===== config.mk =====
export PLATFORM = sky130hd
export DESIGN_NAME = alu_seq
export DESIGN_NICKNAME = d
export VERILOG_FILES = /design/src/rtl/alu_pkg.sv /design/src/rtl/alu_iter.sv /design/src/rtl/alu_seq.sv
export SDC_FILE = /design/constraint.sdc
export NUM_CORES = 1
export LEC_CHECK = 0
export BUFFER_PORTS_ARGS = -buffer_cell sky130_fd_sc_hd__buf_4
export CORE_ASPECT_RATIO = 0.7
export CORE_MARGIN = 2
export CORE_UTILIZATION = 35
export CTS_CLUSTER_SIZE = 24
export DETAILED_ROUTE_END_ITERATION = 10
export PLACE_DENSITY = 0.61
export SLEW_MARGIN = 40
export SYNTH_ARGS = -nofsm -noshare
export SYNTH_HDL_FRONTEND = slang
export SYNTH_HIERARCHICAL = 1
export SYNTH_SLANG_ARGS = --single-unit

===== constraint.sdc =====
create_clock -name clk -period 12.9 [get_ports clk]
set_clock_uncertainty 0.05 [all_clocks]
set_input_delay 0.645 -clock clk [delete_from_list [all_inputs] [get_ports clk]]
set_output_delay 0.645 -clock clk [all_outputs]
set_load 0.01 [all_outputs]

===== src/rtl/alu_pkg.sv =====
// Shared definitions for the sequential ALU: opcodes, FSM states and flag bit positions.
package alu_pkg;

    localparam logic [3:0] OP_AND   = 4'b0000;
    localparam logic [3:0] OP_OR    = 4'b0001;
    localparam logic [3:0] OP_ADD   = 4'b0010;
    localparam logic [3:0] OP_XOR   = 4'b0011;
    localparam logic [3:0] OP_SLL   = 4'b0100;
    localparam logic [3:0] OP_SRL   = 4'b0101;
    localparam logic [3:0] OP_SUB   = 4'b0110;
    localparam logic [3:0] OP_SLT   = 4'b0111;
    localparam logic [3:0] OP_SRA   = 4'b1000;
    localparam logic [3:0] OP_NOR   = 4'b1001;
    localparam logic [3:0] OP_SLTU  = 4'b1010;
    localparam logic [3:0] OP_RSVD  = 4'b1011;
    localparam logic [3:0] OP_MUL   = 4'b1100;
    localparam logic [3:0] OP_MULHU = 4'b1101;
    localparam logic [3:0] OP_DIVU  = 4'b1110;
    localparam logic [3:0] OP_REMU  = 4'b1111;

    localparam int unsigned FLAG_ZERO    = 0;
    localparam int unsigned FLAG_CARRY   = 1;
    localparam int unsigned FLAG_OVF     = 2;
    localparam int unsigned FLAG_ILLEGAL = 3;
    localparam int unsigned FLAG_DIV0    = 4;
    localparam int unsigned NFLAGS       = 5;

    typedef enum logic [1:0] {
        ST_IDLE = 2'd0,
        ST_BUSY = 2'd1,
        ST_DONE = 2'd2
    } state_e;

    // Ops with aluop[3:2]==11 run on the iterative mul/div core.
    function automatic logic is_iter_op(input logic [3:0] op);
        return op[3:2] == 2'b11;
    endfunction

endpackage


===== src/rtl/alu_iter.sv =====
// Iterative shift-add multiplier / restoring divider, one bit per cycle.
// The first step runs on the start cycle, so done pulses WIDTH cycles after start.
module alu_iter #(
    parameter int unsigned WIDTH = 32
) (
    input  logic             clk,
    input  logic             rst,
    input  logic             start,
    input  logic             is_div,
    input  logic [WIDTH-1:0] a,
    input  logic [WIDTH-1:0] b,
    output logic             done,
    output logic [WIDTH-1:0] hi,
    output logic [WIDTH-1:0] lo
);

    localparam int unsigned CW = $clog2(WIDTH);

    logic [WIDTH-1:0] hi_q, hi_d, lo_q, lo_d, dvs_q, dvs_d;
    logic             is_div_q, is_div_d, busy_q, busy_d, done_q, done_d;
    logic [CW-1:0]    cnt_q, cnt_d;

    logic [WIDTH-1:0] cur_hi, cur_lo, cur_dvs;
    logic             cur_div;
    logic [CW-1:0]    cur_cnt;
    logic [WIDTH:0]   shifted, madd;
    logic [WIDTH-1:0] trial;
    logic             ge;

    // Mul keeps {hi,lo} as the product register with multiplier in lo;
    // div keeps remainder in hi and shifts the dividend out of lo as quotient bits go in.
    assign cur_hi  = start ? '0 : hi_q;
    assign cur_lo  = start ? (is_div ? a : b) : lo_q;
    assign cur_dvs = start ? (is_div ? b : a) : dvs_q;
    assign cur_div = start ? is_div : is_div_q;
    assign cur_cnt = start ? '0 : cnt_q;

    assign shifted = {cur_hi, cur_lo[WIDTH-1]};
    assign ge      = shifted >= {1'b0, cur_dvs};
    assign trial   = shifted[WIDTH-1:0] - cur_dvs;
    assign madd    = {1'b0, cur_hi} + (cur_lo[0] ? {1'b0, cur_dvs} : '0);

    always_comb begin
        hi_d     = hi_q;
        lo_d     = lo_q;
        dvs_d    = dvs_q;
        is_div_d = is_div_q;
        busy_d   = busy_q;
        cnt_d    = cnt_q;
        done_d   = 1'b0;
        if (start || busy_q) begin
            if (cur_div) begin
                hi_d = ge ? trial : shifted[WIDTH-1:0];
                lo_d = {cur_lo[WIDTH-2:0], ge};
            end else begin
                {hi_d, lo_d} = {madd, cur_lo[WIDTH-1:1]};
            end
            dvs_d    = cur_dvs;
            is_div_d = cur_div;
            cnt_d    = cur_cnt + CW'(1);
            busy_d   = 1'b1;
            if (cur_cnt == CW'(WIDTH - 1)) begin
                busy_d = 1'b0;
                done_d = 1'b1;
            end
        end
    end

    always_ff @(posedge clk or posedge rst) begin
        if (rst) begin
            hi_q     <= '0;
            lo_q     <= '0;
            dvs_q    <= '0;
            is_div_q <= 1'b0;
            busy_q   <= 1'b0;
            cnt_q    <= '0;
            done_q   <= 1'b0;
        end else begin
            hi_q     <= hi_d;
            lo_q     <= lo_d;
            dvs_q    <= dvs_d;
            is_div_q <= is_div_d;
            busy_q   <= busy_d;
            cnt_q    <= cnt_d;
            done_q   <= done_d;
        end
    end

    assign done = done_q;
    assign hi   = hi_q;
    assign lo   = lo_q;

endmodule


===== src/rtl/alu_seq.sv =====
// Handshaked ALU: single-cycle logic/arith/shift ops plus iterative MUL/MULHU/DIVU/REMU,
// one transaction in flight, registered result and flags.
module alu_seq
    import alu_pkg::*;
#(
    parameter int unsigned WIDTH = 32
) (
    input  logic             clk,
    input  logic             rst,
    input  logic             in_valid,
    output logic             in_ready,
    input  logic [WIDTH-1:0] a,
    input  logic [WIDTH-1:0] b,
    input  logic [3:0]       aluop,
    output logic             out_valid,
    input  logic             out_ready,
    output logic [WIDTH-1:0] result,
    output logic [4:0]       flags
);

    localparam int unsigned SHW = $clog2(WIDTH);

    state_e           state_q, state_d;
    logic [3:0]       op_q, op_d;
    logic             div0_q, div0_d;
    logic             in_ready_q, in_ready_d;
    logic             out_valid_q, out_valid_d;
    logic [WIDTH-1:0] result_q, result_d;
    logic [4:0]       flags_q, flags_d;

    logic             accept_c, start_c;
    logic [WIDTH:0]   add_c, sub_c;
    logic [SHW-1:0]   shamt_c;
    logic [WIDTH-1:0] alu_res_c, iter_res_c;
    logic [4:0]       alu_flags_c;
    logic             iter_done;
    logic [WIDTH-1:0] iter_hi, iter_lo;

    assign accept_c = in_valid & in_ready_q;
    assign start_c  = accept_c & is_iter_op(aluop);
    assign add_c    = {1'b0, a} + {1'b0, b};
    assign sub_c    = {1'b0, a} + {1'b0, ~b} + (WIDTH+1)'(1);
    assign shamt_c  = b[SHW-1:0];

    // Single-cycle datapath evaluated on the live operands at accept.
    always_comb begin
        alu_res_c   = '0;
        alu_flags_c = '0;
        case (aluop)
            OP_AND:  alu_res_c = a & b;
            OP_OR:   alu_res_c = a | b;
            OP_XOR:  alu_res_c = a ^ b;
            OP_NOR:  alu_res_c = ~(a | b);
            OP_ADD: begin
                alu_res_c               = add_c[WIDTH-1:0];
                alu_flags_c[FLAG_CARRY] = add_c[WIDTH];
                alu_flags_c[FLAG_OVF]   = (a[WIDTH-1] == b[WIDTH-1]) && (add_c[WIDTH-1] != a[WIDTH-1]);
            end
            OP_SUB: begin
                alu_res_c               = sub_c[WIDTH-1:0];
                alu_flags_c[FLAG_CARRY] = sub_c[WIDTH];
                alu_flags_c[FLAG_OVF]   = (a[WIDTH-1] != b[WIDTH-1]) && (sub_c[WIDTH-1] != a[WIDTH-1]);
            end
            OP_SLT:  alu_res_c = WIDTH'($signed(a) < $signed(b));
            OP_SLTU: alu_res_c = WIDTH'(a < b);
            OP_SLL:  alu_res_c = a << shamt_c;
            OP_SRL:  alu_res_c = a >> shamt_c;
            OP_SRA:  alu_res_c = WIDTH'($signed(a) >>> shamt_c);
            OP_RSVD: alu_flags_c[FLAG_ILLEGAL] = 1'b1;
            default: alu_res_c = '0;
        endcase
        alu_flags_c[FLAG_ZERO] = (alu_res_c == '0);
    end

    always_comb begin
        case (op_q)
            OP_MUL, OP_DIVU: iter_res_c = iter_lo;
            default:         iter_res_c = iter_hi;
        endcase
    end

    always_comb begin
        state_d     = state_q;
        op_d        = op_q;
        div0_d      = div0_q;
        out_valid_d = out_valid_q;
        result_d    = result_q;
        flags_d     = flags_q;
        case (state_q)
            ST_IDLE: begin
                if (accept_c) begin
                    op_d   = aluop;
                    div0_d = (b == '0) && (aluop[3:1] == 3'b111);
                    if (is_iter_op(aluop)) begin
                        state_d = ST_BUSY;
                    end else begin
                        result_d    = alu_res_c;
                        flags_d     = alu_flags_c;
                        out_valid_d = 1'b1;
                        state_d     = ST_DONE;
                    end
                end
            end
            ST_BUSY: begin
                if (iter_done) begin
                    result_d            = iter_res_c;
                    flags_d             = '0;
                    flags_d[FLAG_DIV0]  = div0_q;
                    flags_d[FLAG_ZERO]  = (iter_res_c == '0);
                    out_valid_d         = 1'b1;
                    state_d             = ST_DONE;
                end
            end
            ST_DONE: begin
                if (out_ready) begin
                    out_valid_d = 1'b0;
                    state_d     = ST_IDLE;
                end
            end
            default: state_d = ST_IDLE;
        endcase
        in_ready_d = (state_d == ST_IDLE);
    end

    always_ff @(posedge clk or posedge rst) begin
        if (rst) begin
            state_q     <= ST_IDLE;
            op_q        <= OP_AND;
            div0_q      <= 1'b0;
            in_ready_q  <= 1'b0;
            out_valid_q <= 1'b0;
            result_q    <= '0;
            flags_q     <= '0;
        end else begin
            state_q     <= state_d;
            op_q        <= op_d;
            div0_q      <= div0_d;
            in_ready_q  <= in_ready_d;
            out_valid_q <= out_valid_d;
            result_q    <= result_d;
            flags_q     <= flags_d;
        end
    end

    alu_iter #(
        .WIDTH(WIDTH)
    ) u_iter (
        .clk    (clk),
        .rst    (rst),
        .start  (start_c),
        .is_div (aluop[1]),
        .a      (a),
        .b      (b),
        .done   (iter_done),
        .hi     (iter_hi),
        .lo     (iter_lo)
    );

    assign in_ready  = in_ready_q;
    assign out_valid = out_valid_q;
    assign result    = result_q;
    assign flags     = flags_q;

endmodule

# Word-level counts from Yosys, hierarchy flattened
# Index checks and enable logic that the tools add are counted.
dict set report totals {
  word_cells 111
  in_bits 72
  output_inout_bits 39
  reg_bits 150
}
dict set report op_classes {
  n_bitwise 7
  shift 3
  mux 36
  n_eq_ne 26
  n_reduce_logical 16
  order_cmp 3
  add_sub_neg 6
}
# op count
set op_table {}
lappend op_table {{$mux W32} 13}
lappend op_table {{$pmux W32 S11} 1}
lappend op_table {{$logic_not A32 Y1} 3}
lappend op_table {{$add A32 B32 Y33} 2}
lappend op_table {{$lt A32 B32 Y1} 2}
lappend op_table {{$not A32 Y32} 2}
lappend op_table {{$pmux W32 S2} 1}
lappend op_table {{$add A32 B33 Y33} 1}
lappend op_table {{$add A33 B1 Y33 const B} 1}
lappend op_table {{$ge A33 B32 Y1} 1}
lappend op_table {{$and A32 B32 Y32} 1}
lappend op_table {{$or A32 B32 Y32} 1}
lappend op_table {{$shl A32 B5 Y32} 1}
lappend op_table {{$shr A32 B5 Y32} 1}
lappend op_table {{$sshr A32 B5 Y32} 1}
lappend op_table {{$sub A32 B32 Y32} 1}
lappend op_table {{$xor A32 B32 Y32} 1}
lappend op_table {{$eq A4 B4 Y1 const B} 6}
lappend op_table {{$mux W5} 4}
lappend op_table {{$eq A4 B3 Y1 const B} 4}
lappend op_table {{$pmux W5 S2} 1}
lappend op_table {{$mux W1} 9}
lappend op_table {{$eq A4 B2 Y1 const B} 2}
lappend op_table {{$mux W2} 4}
lappend op_table {{24 further kinds} 33}

# Logic depth before layout (Yosys ltp)
# Gate-level depths: netlist (run 1).
dict set report depth {
  word_depth 9
  mapped_depth 24
  ltp_nobuf 17
}

# Modules after synthesis
# The synthesis (run 1) kept the hierarchy.
# module area_each_um2 seq_area_each_um2 n_inst cells_per_inst
set modules_own_cells {}
lappend modules_own_cells {alu_seq 12652.1 1126.1 1 1741}
lappend modules_own_cells {alu_iter 9491.6 2602.5 1 1265}

# Least setup slack after synthesis (run 1)
# No wires, ideal clock.
dict set report synth_timing {
  kind {input port to flip-flop}
  start {input aluop[2]}
  end {register u_iter.hi_q[21] (netlist: u_iter/hi[21])}
  path_buffers 6
  stages 22
  path_slack_ps 7492
  t_arrival_ps 5232
  setup_time_ps 126
  cell_sequence {clkbuf_1 > clkbuf_1 > clkbuf_1 > nand2_1 > nor2_1 > clkbuf_1 > inv_2 > clkbuf_1 > a21oi_1 > clkbuf_1 > nor2_1 > ha_1 > fa_1 > a211oi_1 > o31a_1 > a221o_1 > a2111o_1 > o21ai_2 > or2_2 > a21oi_1 > xnor2_1 > a221o_1}
}
dict set report synth_via {
  elab_chain_len 6
  elab_cells_between_ends 13
  classes_between {add/sub (2); order compare (1); eq/ne (1); mux (7); bitwise (1); reduce/logical (1)}
}
# item line_no
set synth_lines {}
lappend synth_lines {{start: declaration} alu_seq.sv:14} ;# input logic [3:0] aluop,
lappend synth_lines {{$eq A2 B2 Y1 *} alu_pkg.sv:36} ;# return op[3:2] == 2'b11;
lappend synth_lines {{$and A1 B1 Y1 *} alu_seq.sv:40} ;# assign start_c = accept_c & is_iter_op(aluop);
lappend synth_lines {{net start_c} alu_seq.sv:31} ;# logic accept_c, start_c;
lappend synth_lines {{$mux W32 (on tied branches)} {alu_iter.sv:34, alu_iter.sv:32, alu_iter.sv:33}}
lappend synth_lines {{$mux W32, or another cell as far along} alu_iter.sv:41} ;# assign madd = {1'b0, cur_hi} + (cur_lo[0] ? {1'b0, cur_dvs} : '0);
lappend synth_lines {{$add A32 B33 Y33 / $mux W32 (equally long branches)} {alu_iter.sv:41, alu_iter.sv:53}}
lappend synth_lines {{$mux W32} alu_iter.sv:52} ;# if (cur_div) begin
lappend synth_lines {{end signal: assignment} alu_iter.sv:79} ;# hi_q <= hi_d;
lappend synth_lines {{end: declaration} alu_iter.sv:19} ;# logic [WIDTH-1:0] hi_q, hi_d, lo_q, lo_d, dvs_q, dvs_d;
# The timed path passes the listed nets; every way through them passes the cells marked *.
# A chain may end at the register's enable or synchronous reset.

# Worst setup path in the final report (run 1)
dict set report layout_timing {
  start {input aluop[3]}
  end {register u_iter.hi_q[30] (netlist: u_iter/hi[30])}
}
# The elaborated chain is that of the path after synthesis.

==> results.cfg, run 1 <==
[timing]
tightest_slew_ns = 1.04
hold_violations = 0
rsz0062_at_grt = false
finalSetupViolCount = 0
final.setup.tns_ns = 0
fin_crit_sh_pct = 50.7
min_period_ns = 6.54
fmax_ghz = 0.153
slew_headroom_pct = 30.2
postLayoutSetupSlackWorst_ns = 6.36
finalMaxSlewViolations = 0
hold_ws_ns = 0.193

[pwr]
finalPower_mw = 4.98
power_leakage_nw = 10.8
ir_worst_vdd_mv = 0.153
p_per_area_nw_per_um2 = 205

[final_layout]
area_delta_synth_final_pct = 9.41
drive_above_1_share_pct = 10.4
fill_cells = 6664
layoutNonFillerInstCount = 3819
fin_nets = 3216
layout_commonest_cell = nor2_1
fin_area_um2 = 24200
post-route-util_pct = 38.6
mostFrequentLayoutCells = nor2_1 (330), nand2_1 (313), a21oi_1 (270), ha_1 (166), o21ai_0 (163)

[synthesis]
syn_nets = 3248
yosys.area_share.simple_pct = 21.2
synth_compound_area_share_pct = 28.8
synth_xor_area_share_pct = 3.72
ys.flop_type = dfrtp_1
ys_warn_count = 6
async_reset_ff_share_pct = 100
synth_seq_cells = 149
netlist_area_um2 = 22100
synth_adder_area_share_pct = 9.74
synth_top_area_share_pct = 16.8
synthMuxAreaShare_pct = 12.9
avgSynthCellArea_um2 = 7.37
ys_seq_area_share_pct = 16.8
ys_types = 96
syn_inst = 3006
synth_top_family_by_area = compound AO/OA/AOI/OAI gates
synth_edf_count = 0
yosysTopAreaCell = dfrtp_1
ys_top_cells_by_area = dfrtp_1 (17%), ha_1 (9.4%), mux2i_1 (7.2%)

[drt]
maxUsedRoutingLayer = met5
drt_pre_antenna_iters = 8
vias = 25600
drt-wirelength-per-cell_um = 31.2
drc_errors = 0
ant_nets = 0
met1_length_mm = 54.4
drt_wl_total_mm = 119
drt_iter0_markers = 4675
wl_met2_mm = 41.1
wl_met3_mm = 20.9
via_per_inst = 6.71

[floorplanning]
die_w_um = 305
start_util_pct = 35.3
die_y_um = 214
core_region_area_um2 = 62800
die_area_um2 = 65300
pin_count = 111
num_rows = 77

[clock_network]
h-tree-depth = 4
clockRootBuffer = clkbuf_16
clk_path_buf_depth = 2
clkTransAtPathRegs_ns = 0.07
clk-insertion-delay-late_ns = 0.45
post_cts_buffers = 0
post_cts_resized = 0
numCtsBuffers = 17
cts_tree = built
clock_sinks = 149
ctsHoldBuffers = 0

[critical_path]
cp-startpoint = aluop[3]
setup.worst_path.end_class = register
path_buf_inv = 5
arrival_ns = 6.81
required_ns = 13.18
start_kind = primary input
slowest_delay_ns = 0.70
crit_chain = buf_4 -> nand2_1 -> nor2_4 -> buf_4 -> inv_4 -> buf_4 -> a21oi_2 -> buf_4 -> nor2_1 -> ha_1 -> a211oi_1 -> nor4_1 -> o21ai_0 -> a21oi_1 -> a211o_1 -> a31o_2 -> xor2_1 -> a32oi_1 -> a31oi_1
critPathKind = primary input to register
crit_family = compound AO/OA/AOI/OAI gates
cp_slowest_cell = o21ai_0
r2r_start = in_ready
critPathMostFrequentCell = buf_4
path_max_fanout = 73

[global_route]
grt-ovfl-total = 0
first_global_vias = 22800
grt_usage_pct = 35.2
grt_pass1_wl_mm = 170
antenna_found_initial = 5
grt_max_degree = 74

[placement]
numPortBuffers = 110
place_inst = 3783
pre_cts_slack_ns = 6.22
dpl_cell_area_um2 = 23600
gp_congestion = 1.09
dpl.hpwl_mm = 92.1

[job]
cap_violations = 0

[run_status]
status = completed

[worst_hold_path]
hold_class = primary input to async pin
[layout make-up]
type | count | area (µm²) | area share, %
Multi-Input combinational cell | 2485 | 17100 | 70.5
Sequential cell | 149 | 3730 | 15.4
Timing Repair Buffer | 157 | 1190 | 4.93
Tap cell | 829 | 1040 | 4.28
Inverter | 164 | 623 | 2.57
Clock buffer | 18 | 439 | 1.81
Clock inverter | 13 | 114 | 0.470
Antenna cell | 4 | 10.0 | 0.0413
[cells by family (layout without fill, tap and decap cells)]
family          after synthesis  in the layout
simple gates               1018           1018
compound gates              972            972
buf+inv                     372            352
mux                         231            231
fa+ha+maj                   170            170
flops                       149            149
xor+xnor                     94             94
other cells                   0              4
[routing by layer]
| metal | vias up | track usage, % |
|---|---|---|
| met4 | 2 | 7.03 |
| met5 | - | 0 |
| met3 | 174 | 15.8 |
| met2 | 2062 | 41.6 |
| met1 | 12300 | 55.4 |
| li1 | 11000 | - |
[synthesized netlist by cell type, types with 12 or more instances]
cell type,instances
a221oi_1,27
nor3_1,56
and3_1,17
ha_1,166
nor2_1,332
nand2_1,315
mux2i_1,160
xor2_1,20
buf_1,28
nand2b_1,22
mux2_2,23
mux4_2,40
o22ai_1,43
nor4_1,39
nor2b_1,57
o21bai_1,25
o21ai_1,17
o221ai_1,16
clkbuf_1,136
buf_2,32
o2111ai_1,16
nand4_1,36
o211ai_1,42
a221o_1,12
or3_1,15
and2_1,16
inv_1,158
o31ai_1,25
o21a_1,12
a31oi_1,46
dfrtp_1,149
a21oi_1,273
a22oi_1,37
a211oi_1,42
nand3_1,58
a21o_1,46
xnor2_1,74
o21ai_0,165
[sequential cells by signal, indices dropped and copies added (netlist names), 2 cells and up]
name          count
u_iter/hi        32
u_iter/lo        32
result           32
flags             5
op_q              3
u_iter/cnt_q      5
u_iter/dvs_q     32
state_q           2
[path summary, 6_finish.rpt]
path | to | slack, ns | cells past startpoint
hold / removal | u_iter/cnt_q[4] | 0.19 | 2
setup / recovery | u_iter/hi[30] | 6.36 | 19
hold reg to reg | result[11] | 0.43 | 1
setup reg to reg | u_iter/hi[30] | 6.68 | 19
min in group clk | result[11] | 0.43 | 1
max in group asynchronous | u_iter/hi[12] | 11.53 | 3
[power breakdown]
group / switching [mW] / internal, mW / total [mW] / leakage (nW)
Clock: 0.235 / 0.256 / 0.491 / 0.272
Combinational: 2.30 / 1.28 / 3.58 / 8.62
Sequential: 0.214 / 0.686 / 0.900 / 1.87
Total: 2.75 / 2.22 / 4.98 / 10.8
[worst register-to-register path, stage by stage (launching register included)]
cell and delay (ns):
dfrtp_1 0.45, nand2_1 0.17, nor2_4 0.04, buf_4 0.31, inv_4 0.63, buf_4 0.69
nor2_1 0.18, a21oi_2 0.12, buf_4 0.40, nor2_1 0.17, ha_1 0.34, a211oi_1 0.32
nor4_1 0.14, o21ai_0 0.71, a21oi_1 0.36, a211o_1 0.42, a31o_2 0.22, xor2_1 0.14
a32oi_1 0.16, a31oi_1 0.10
Power figures use the tool's default switching activity.
==> inputs of run 2 (changes only) <==
PLACE_DENSITY = 0.63   (was 0.61)
clock period = 5.8 ns   (was 12.9 ns; I/O delays follow)
==> run 2 against run 1 <==
Compared with the run above:
- first-iteration DRC count is 1.4% higher
- via count is 1.8% higher
- critical endpoint is now flags[0]
- utilization grew 0.73 points
- power is 130% higher
- critical path depth is 4 lower
- global-route usage is 0.44 points higher
==> results.cfg, run 2 (synthesized netlist as in run 1, its figures left out) <==
[final_layout]
layout_commonest_cell = nor2_1
drive_above_1_share_pct = 12.0
post-route-util_pct = 39.3
fin_nets = 3268
mostFrequentLayoutCells = nor2_1 (329), nand2_1 (313), a21oi_1 (270), buf_4 (203), ha_1 (166)
area_delta_synth_final_pct = 11.5
fin_area_um2 = 24700

[run_status]
status = completed

[timing]
finalSetupViolCount = 0
final.setup.tns_ns = 0
hold_ws_ns = 0.101
slew_headroom_pct = 30.8
rsz0062_at_grt = false
fmax_ghz = 0.207
finalMaxSlewViolations = 0
tightest_slew_ns = 1.03
hold_violations = 0
min_period_ns = 4.84
fin_crit_sh_pct = 83.4

[drt]
drt_wl_total_mm = 121
drt-wirelength-per-cell_um = 31.2
drt_pre_antenna_iters = 8
via_per_inst = 6.73
drt_iter0_markers = 4741
drc_errors = 0
ant_nets = 0
vias = 26100

[job]
cap_violations = 0

[clock_network]
post_cts_resized = 0
post_cts_buffers = 0
h-tree-depth = 4
numCtsBuffers = 17
clk-insertion-delay-late_ns = 0.44
clock_sinks = 149
cts_tree = built
clkTransAtPathRegs_ns = 0.08
ctsHoldBuffers = 1
clk_path_buf_depth = 2
clockRootBuffer = clkbuf_16

[critical_path]
r2r_start = in_ready
start_kind = primary input
required_ns = 6.12
path_max_fanout = 46
arrival_ns = 5.16
critPathKind = primary input to register
setup.worst_path.end_class = register
cp-startpoint = b[0]

[worst_hold_path]
hold_class = primary input to register
hp-start = out_ready

[global_route]
grt-ovfl-total = 0
antenna_found_initial = 8
grt_pass1_wl_mm = 171
grt_usage_pct = 35.6
grt_max_degree = 66
first_global_vias = 23000

[floorplanning]
num_rows = 77
start_util_pct = 35.3
die_w_um = 305
die_area_um2 = 65300
pin_count = 111
die_y_um = 214
core_region_area_um2 = 62800

[placement]
numPortBuffers = 110
gp_congestion = 1.13
dpl.hpwl_mm = 94.9
dpl_cell_area_um2 = 24000

[pwr]
p_per_area_nw_per_um2 = 455
power_leakage_nw = 11.0
finalPower_mw = 11.2
ir_worst_vdd_mv = 0.293
run 2: path summary, 6_finish.rpt:
kind                       slack [ns]         endpoint  cells past startpoint
min reg2reg                      0.43  u_iter/cnt_q[4]                      2
min                              0.10       state_q[1]                      2
max reg2reg                      0.97    u_iter/hi[30]                     17
max                              0.96         flags[0]                     15
min in group asynchronous        0.46       result[11]                      3
max in group asynchronous        4.21     u_iter/hi[9]                      4
run 2: where the power goes:
group | switching [mW] | internal [mW]
registers | 0.451 | 1.52
clock network | 0.560 | 0.585
logic | 5.17 | 2.94
total | 6.18 | 5.05
run 2: area by class of cell:
class                           count  area, µm²
Timing Repair Buffer              209       1620
Fill cell                        6685      38100
Inverter                          164        623
Antenna cell                        8       20.0
Clock inverter                     15        179
Clock buffer                       17        425
Multi-Input combinational cell   2485      17100
Tap cell                          829       1040
Sequential cell                   149       3730
run 2: through the flow:
stage / worst slack [ns] / std cells
after floorplan: 0.747 / 3006
after global placement: 0.752 / 3832
after detailed placement: 0.886 / 3833
after CTS: 1.16 / 3866
after global routing: 0.595 / 3868
final: 0.962 / 3876
run 2: worst max-delay path, cell delays in order:
cell	delay, ns
buf_4	0.57
ha_1	0.30
inv_1	0.06
fa_1	0.43
nor2b_1	0.17
o21ai_0	0.62
a21oi_1	0.41
a311oi_1	0.56
o2111a_1	0.37
nand4_1	0.13
nor4_1	0.38
nand4_1	0.22
nor4_1	0.36
nand3_1	0.12
o21ai_1	0.14
run 2: routing by layer:
metal | GRT usage (%) | part of all wire (%) | vias to the layer above
met1 | 55.0 | 45 | 12600
met3 | 17.5 | 18 | 161
met2 | 42.6 | 35 | 2137
met4 | 6.27 | 1.9 | 4
met5 | 0.727 | 0.032 | -
li1 | - | - | 11100
